### config.mk
export PLATFORM = sky130hd
export DESIGN_NAME = softreg_uart_initiator
export DESIGN_NICKNAME = d
export VERILOG_FILES = /design/src/rtl/softreg_uart_initiator.sv
export SDC_FILE = /design/constraint.sdc
export NUM_CORES = 1
export LEC_CHECK = 0
export CORE_ASPECT_RATIO = 0.8
export CORE_UTILIZATION = 27
export CTS_BUF_LIST = sky130_fd_sc_hd__clkbuf_8
export DETAILED_ROUTE_END_ITERATION = 8
export PLACE_DENSITY = 0.79
export SYNTH_ARGS = -nofsm -noshare
export SYNTH_HDL_FRONTEND = slang
export SYNTH_SLANG_ARGS = --single-unit
### constraint.sdc
create_clock -name clk -period 1.5 [get_ports clk]
set_input_delay 0.15 -clock clk [delete_from_list [all_inputs] [get_ports clk]]
set_output_delay 0.15 -clock clk [all_outputs]
set_load 0.01 [all_outputs]
### src/rtl/softreg_uart_initiator.sv
// -----------------------------------------------------------------------------
// softreg_uart_initiator
//
// Host-side SoftReg initiator for the pseudo-UART mailbox responder. Each byte
// on the input stream becomes one single-beat SoftReg write. The mailbox is
// polled with SoftReg reads, and every non-empty read comes back as one byte on
// the output stream. At most one request is in flight at a time.
//
// Optional feature (macro SOFTREG_INIT_TIMEOUT_EN):
//   When defined, a read that gets no response within TIMEOUT cycles of
//   RD_WAIT is abandoned and the sticky timeout_err flag is set. When
//   undefined, RD_WAIT waits forever and timeout_err is tied to 0.
//
// Ports:
//   clk, rst           clock; asynchronous active-high reset
//   in_valid/in_ready  byte stream towards the responder (in_data)
//   out_valid/out_ready byte stream from the responder (out_data)
//   req_*              SoftRegReq: one-cycle valid pulse, fields 0 when idle,
//                      req_addr fixed at MBOX_ADDR
//   resp_valid/resp_data SoftRegResp
//   timeout_err        sticky read-timeout flag
//   busy               FSM not in IDLE
// -----------------------------------------------------------------------------
module softreg_uart_initiator #(
    parameter int DATA_WIDTH      = 8,
    parameter int FIFO_DATA_WIDTH = 64,
    parameter int MBOX_ADDR       = 1234,
    parameter int EMPTY_CODE      = 110000,
    parameter int WR_GAP          = 3,
    parameter int POLL_INTERVAL   = 16,
    parameter int TIMEOUT         = 255
) (
    input  logic                       clk,
    input  logic                       rst,
    input  logic                       in_valid,
    output logic                       in_ready,
    input  logic [DATA_WIDTH-1:0]      in_data,
    output logic                       out_valid,
    input  logic                       out_ready,
    output logic [DATA_WIDTH-1:0]      out_data,
    output logic                       req_valid,
    output logic                       req_is_write,
    output logic [31:0]                req_addr,
    output logic [FIFO_DATA_WIDTH-1:0] req_data,
    input  logic                       resp_valid,
    input  logic [FIFO_DATA_WIDTH-1:0] resp_data,
    output logic                       timeout_err,
    output logic                       busy
);

    localparam int GAP_W  = $clog2(WR_GAP + 1);
    localparam int POLL_W = $clog2(POLL_INTERVAL + 1);

    // WR_GAP >= 2 keeps at least one WR_GAP state cycle; the wait counter is
    // 8 bits wide, so TIMEOUT must fit in it.
    if (WR_GAP < 2 || TIMEOUT < 1 || TIMEOUT > 255 || DATA_WIDTH > FIFO_DATA_WIDTH)
    begin : g_bad_params
        $error("softreg_uart_initiator: illegal parameter set");
    end

    typedef enum logic [2:0] {
        S_IDLE,
        S_WR_ISSUE,
        S_WR_GAP,
        S_RD_ISSUE,
        S_RD_WAIT
    } state_t;

    // rr_last encoding: 1 = last granted request was a write
    localparam logic RR_WRITE = 1'b1;
    localparam logic RR_READ  = 1'b0;

    state_t                state_q, state_d;
    logic [GAP_W-1:0]      gap_q, gap_d;
    logic [POLL_W-1:0]     poll_q, poll_d;
    logic                  rr_last_q, rr_last_d;
    logic                  out_valid_q, out_valid_d;
    logic [DATA_WIDTH-1:0] out_data_q, out_data_d;
    logic                  wr_pend, rd_due;

`ifdef SOFTREG_INIT_TIMEOUT_EN
    logic [7:0]            wait_q, wait_d;
    logic                  tout_q, tout_d;
`endif

    always_ff @(posedge clk or posedge rst) begin
        if (rst) begin
            state_q     <= S_IDLE;
            gap_q       <= '0;
            poll_q      <= '0;
            rr_last_q   <= RR_READ;
            out_valid_q <= 1'b0;
            out_data_q  <= '0;
`ifdef SOFTREG_INIT_TIMEOUT_EN
            wait_q      <= '0;
            tout_q      <= 1'b0;
`endif
        end else begin
            state_q     <= state_d;
            gap_q       <= gap_d;
            poll_q      <= poll_d;
            rr_last_q   <= rr_last_d;
            out_valid_q <= out_valid_d;
            out_data_q  <= out_data_d;
`ifdef SOFTREG_INIT_TIMEOUT_EN
            wait_q      <= wait_d;
            tout_q      <= tout_d;
`endif
        end
    end

    always_comb begin
        state_d      = state_q;
        rr_last_d    = rr_last_q;
        out_data_d   = out_data_q;
        // consumer handshake; a new byte can only land while out_valid_q=0
        out_valid_d  = out_valid_q & ~out_ready;
        // poll timer free-runs down to 0 in every state
        poll_d       = (poll_q != '0) ? poll_q - 1'b1 : poll_q;
        // gap counter also drains in IDLE: its final count is the IDLE
        // arbitration cycle, so a write costs exactly WR_GAP+1 cycles
        gap_d        = (gap_q != '0) ? gap_q - 1'b1 : gap_q;
        in_ready     = 1'b0;
        req_valid    = 1'b0;
        req_is_write = 1'b0;
        req_data     = '0;
`ifdef SOFTREG_INIT_TIMEOUT_EN
        wait_d       = wait_q;
        tout_d       = tout_q;
`endif

        wr_pend = in_valid;
        // holding off reads while a byte is parked is the backpressure path
        rd_due  = !out_valid_q && (poll_q == '0);

        case (state_q)
            S_IDLE: begin
                if (wr_pend && rd_due)
                    state_d = (rr_last_q == RR_WRITE) ? S_RD_ISSUE : S_WR_ISSUE;
                else if (wr_pend)
                    state_d = S_WR_ISSUE;
                else if (rd_due)
                    state_d = S_RD_ISSUE;
            end
            S_WR_ISSUE: begin
                in_ready     = 1'b1;
                req_valid    = 1'b1;
                req_is_write = 1'b1;
                req_data     = FIFO_DATA_WIDTH'(in_data);
                rr_last_d    = RR_WRITE;
                gap_d        = GAP_W'(WR_GAP);
                state_d      = S_WR_GAP;
            end
            S_WR_GAP: begin
                if (gap_q <= GAP_W'(2))
                    state_d = S_IDLE;
            end
            S_RD_ISSUE: begin
                // a resp_valid here cannot belong to this read; ignore it
                req_valid = 1'b1;
                rr_last_d = RR_READ;
`ifdef SOFTREG_INIT_TIMEOUT_EN
                wait_d    = '0;
`endif
                state_d   = S_RD_WAIT;
            end
            S_RD_WAIT: begin
                if (resp_valid) begin
                    if (resp_data == FIFO_DATA_WIDTH'(EMPTY_CODE)) begin
                        poll_d = POLL_W'(POLL_INTERVAL);
                    end else begin
                        out_data_d  = resp_data[DATA_WIDTH-1:0];
                        out_valid_d = 1'b1;
                    end
                    state_d = S_IDLE;
                end
`ifdef SOFTREG_INIT_TIMEOUT_EN
                else if (wait_q == 8'(TIMEOUT)) begin
                    tout_d  = 1'b1;
                    poll_d  = POLL_W'(POLL_INTERVAL);
                    state_d = S_IDLE;
                end else begin
                    wait_d = wait_q + 8'd1;
                end
`endif
            end
            default: state_d = S_IDLE;
        endcase
    end

    assign out_valid = out_valid_q;
    assign out_data  = out_data_q;
    assign req_addr  = 32'(MBOX_ADDR);
    assign busy      = (state_q != S_IDLE);
`ifdef SOFTREG_INIT_TIMEOUT_EN
    assign timeout_err = tout_q;
`else
    assign timeout_err = 1'b0;
`endif

endmodule
==> results.tsv <==
metric	value	unit
swShare	35.3	%
ys_warn_count	0	
crit_top_cell	buf_6	
final_nets	394	
startpoint_type	flop	
final_area	2830	um2
synth_top_cell_by_area	buf_4	
drc	0	
synthTopCellsByArea	buf_4, dfrtp_1, mux2_4, nor4_1, and2_1	
grt_pass1_wl	6.29	mm
numPortBuffers	97	
final_core_util	44.1	%
hp-class	in2reg	
fmax	0.664	GHz
rows	26	
area_growth	56.5	%
dp_cells	390	
fillers	631	
grt_max_degree	21	
violations	negative setup slack	
synth_edf_count	0	
start_util	28.2	%
synth_common_cells	buf_4, dfrtp_1, nor4_1, and2_1	
slew_violations	0	
drtAntennaViolNets	0	
drive_above_1_share	30.1	%
drtPass1Iterations	2	
die_h	75.1	um
post-route-min-period	1.51	ns
worst_path_largest_cell_delay	0.38	ns
regArea	503	um2
power	3.05	mW
core-area	6410	um2
final.setup.worst_slack	-0.00673	ns
hold_ws	0.133	ns
diodes	0	
dieArea	7020	um2
pwr-share-clk	11.1	%
routed_wl	4.47	mm
clk_pin_slew	0.07	ns
fin_setup_tns	-0.00673	ns
drtIter0Drc	27	
overflow	0	
p_per_area	1080	nW/um2
synthCells	196	
fin_crit_sh	100	%
pwr-share-seq	29.8	%
cp_max_fo	4	
outcome	finished with violations	
setup_viol	1	
cts_tree	yes	
worstPathCellList	nand2b_4, nor2_4, buf_6, buf_6, and2_4, buf_6	
worst_setup_path_end_kind	output pin	
clockBufferDepth	2	
power_frac_comb	59.1	%
cts_made_buffers	3	
grt_pass1_vias	1381	
cts_max_level	1	
synth_top_area_share	37.4	%
fin_skew	0.00196	ns
peakVddDrop	0.509	mV
p_int	1.97	mW
synth_area	1810	um2
cpMaxStageDelayCell	dfrtp_1	
synth.most_common_cell	buf_4	
async_flop_share	100	%
worst_ep_arrival_time	1.36	ns
wl_per_cell	11.3	um
drv_cap	0	
place_congestion	0.713	
dp_slack	-0.697	ns
hpwl	3.58	mm
rsz0062_at_grt	yes	
num_io_pins	187	
clock_sinks	20	
final_cells	396	
root_buffer	clkbuf_8	
vias	1483	
multi_input_area	1150	um2
synth-seq-area-share	27.7	%
ys_seq_elements	20	
worstSkewPairLatency	0.25	ns
gr-usage-all-layers	11.6	%
synth_ff_type	dfrtp_1	
leakagePower	1.48	nW
antenna_found_initial	0	
cp.required	1.35	ns
synth.avg_cell_area	9.21	um2
viasPerCell	3.74	
hold_viol	0	
die_x	93.4	um
switching_power	1.07	mW
ctsHoldBuffers	0	
worstSetupPathType	reg2out	
yosys.cell_types.count	32	
placed_cell_area	2690	um2
-- power by group through the flow --
stage	sequential (mW)	combinational [mW]	clock [mW]
finish	0.909	1.80	0.338
global placement	0.874	1.61	0
global route	0.936	1.97	0.365
CTS	0.894	1.66	0.351
detailed placement	0.875	1.66	0
floorplan	0.913	0.866	0
-- path summary, 6_finish.rpt --
| kind | from | to | slack, ns | cells past startpoint |
|---|---|---|---|---|
| max | state_q[2]$_DFFE_PP0P_ | req_data[3] | -0.007 | 6 |
| min | resp_data[0] | out_data[0]$_DFFE_PP0P_ | 0.13 | 2 |
| max reg2reg | state_q[1]$_DFFE_PP0P_ | out_data[3]$_DFFE_PP0P_ | 0.03 | 4 |
| min reg2reg | poll_q[4]$_DFF_PP0_ | poll_q[4]$_DFF_PP0_ | 0.51 | 2 |
| max in group asynchronous | rst | state_q[1]$_DFFE_PP0P_ | 1.03 | 3 |
| min in group asynchronous | rst | poll_q[2]$_DFF_PP0_ | 0.24 | 3 |
-- cells by family (layout without fill, tap and decap cells) --
| kind of cell | count (synthesis) | after routing | share of synthesized area (%) |
|---|---|---|---|
| DFF | 20 | 20 | 27.7 |
| xor gates and xnor gates | 4 | 4 | 1.94 |
| other | 2 | 89 | 0.416 |
| and+or+nand+nor | 51 | 51 | 18.0 |
| adders and majority gates | 3 | 3 | 2.08 |
| buffers and inverters | 98 | 127 | 39.1 |
| muxes | 10 | 10 | 7.83 |
| AOI/OAI and AO/OA | 8 | 8 | 2.91 |
-- state kept, by name, summed over array words and instances (netlist names) --
register   cells
out_data       8
poll_q         5
state_q        3
gap_q          2
out_valid      1
rr_last_q      1
-- timing repair --
action,in CTS,in global routing
gates cloned,1,0
pin swaps,25,19
buffers inserted,2,0
resized for setup,141,65
endpoints found under the setup margin,26,25
-- cells in the final DEF (no fill, tap or decap), drive strengths merged, types with 2 or more instances in the layout --
| cell | Yosys | final |
|---|---|---|
| xor2 | 3 | 3 |
| nand2 | 6 | 6 |
| and3 | 2 | 2 |
| clkdlybuf4s15 | 0 | 15 |
| nor4 | 11 | 11 |
| buf | 90 | 31 |
| o21ai | 3 | 3 |
| dfrtp | 20 | 20 |
| nor2 | 5 | 5 |
| dlymetal6s2s | 0 | 3 |
| nor4bb | 3 | 3 |
| mux2 | 9 | 9 |
| nor4b | 3 | 3 |
| or3 | 2 | 2 |
| nand2b | 2 | 2 |
| and2 | 9 | 9 |
| clkbuf | 0 | 19 |
| ha | 3 | 3 |
| clkdlybuf4s50 | 0 | 21 |
| inv | 8 | 8 |
| nand4 | 4 | 4 |
| dlygate4sd2 | 0 | 30 |
| conb | 2 | 89 |
-- routing by layer --
layer  global-route usage, %  up-vias  wire length, um  part of all wire, %
met2                    21.2       64             2550                   57
met1                    14.0      707             1630                   36
li1                        -      708                -                    -
met4                    2.56        0               46                  1.0
met5                       0        -                0                    0
met3                    2.53        4              237                  5.3
-- critical path: cells and delay by family (launching register included) --
| kind | cells | cell delay [ns] |
|---|---|---|
| AND/OR/NAND/NOR | 3 | 0.41 |
| flip-flops | 1 | 0.38 |
| buffers and inverters | 3 | 0.32 |
-- layout make-up --
| cell class | count | share of cell area (%) |
|---|---|---|
| clock buffers | 3 | 1.46 |
| repair buffers | 116 | 35.1 |
| multi-input cells | 165 | 40.9 |
| inverters | 8 | 1.06 |
| flip-flops and latches | 20 | 17.8 |
| well taps | 84 | 3.72 |
No activity file was read; power rests on OpenSTA's default activity.
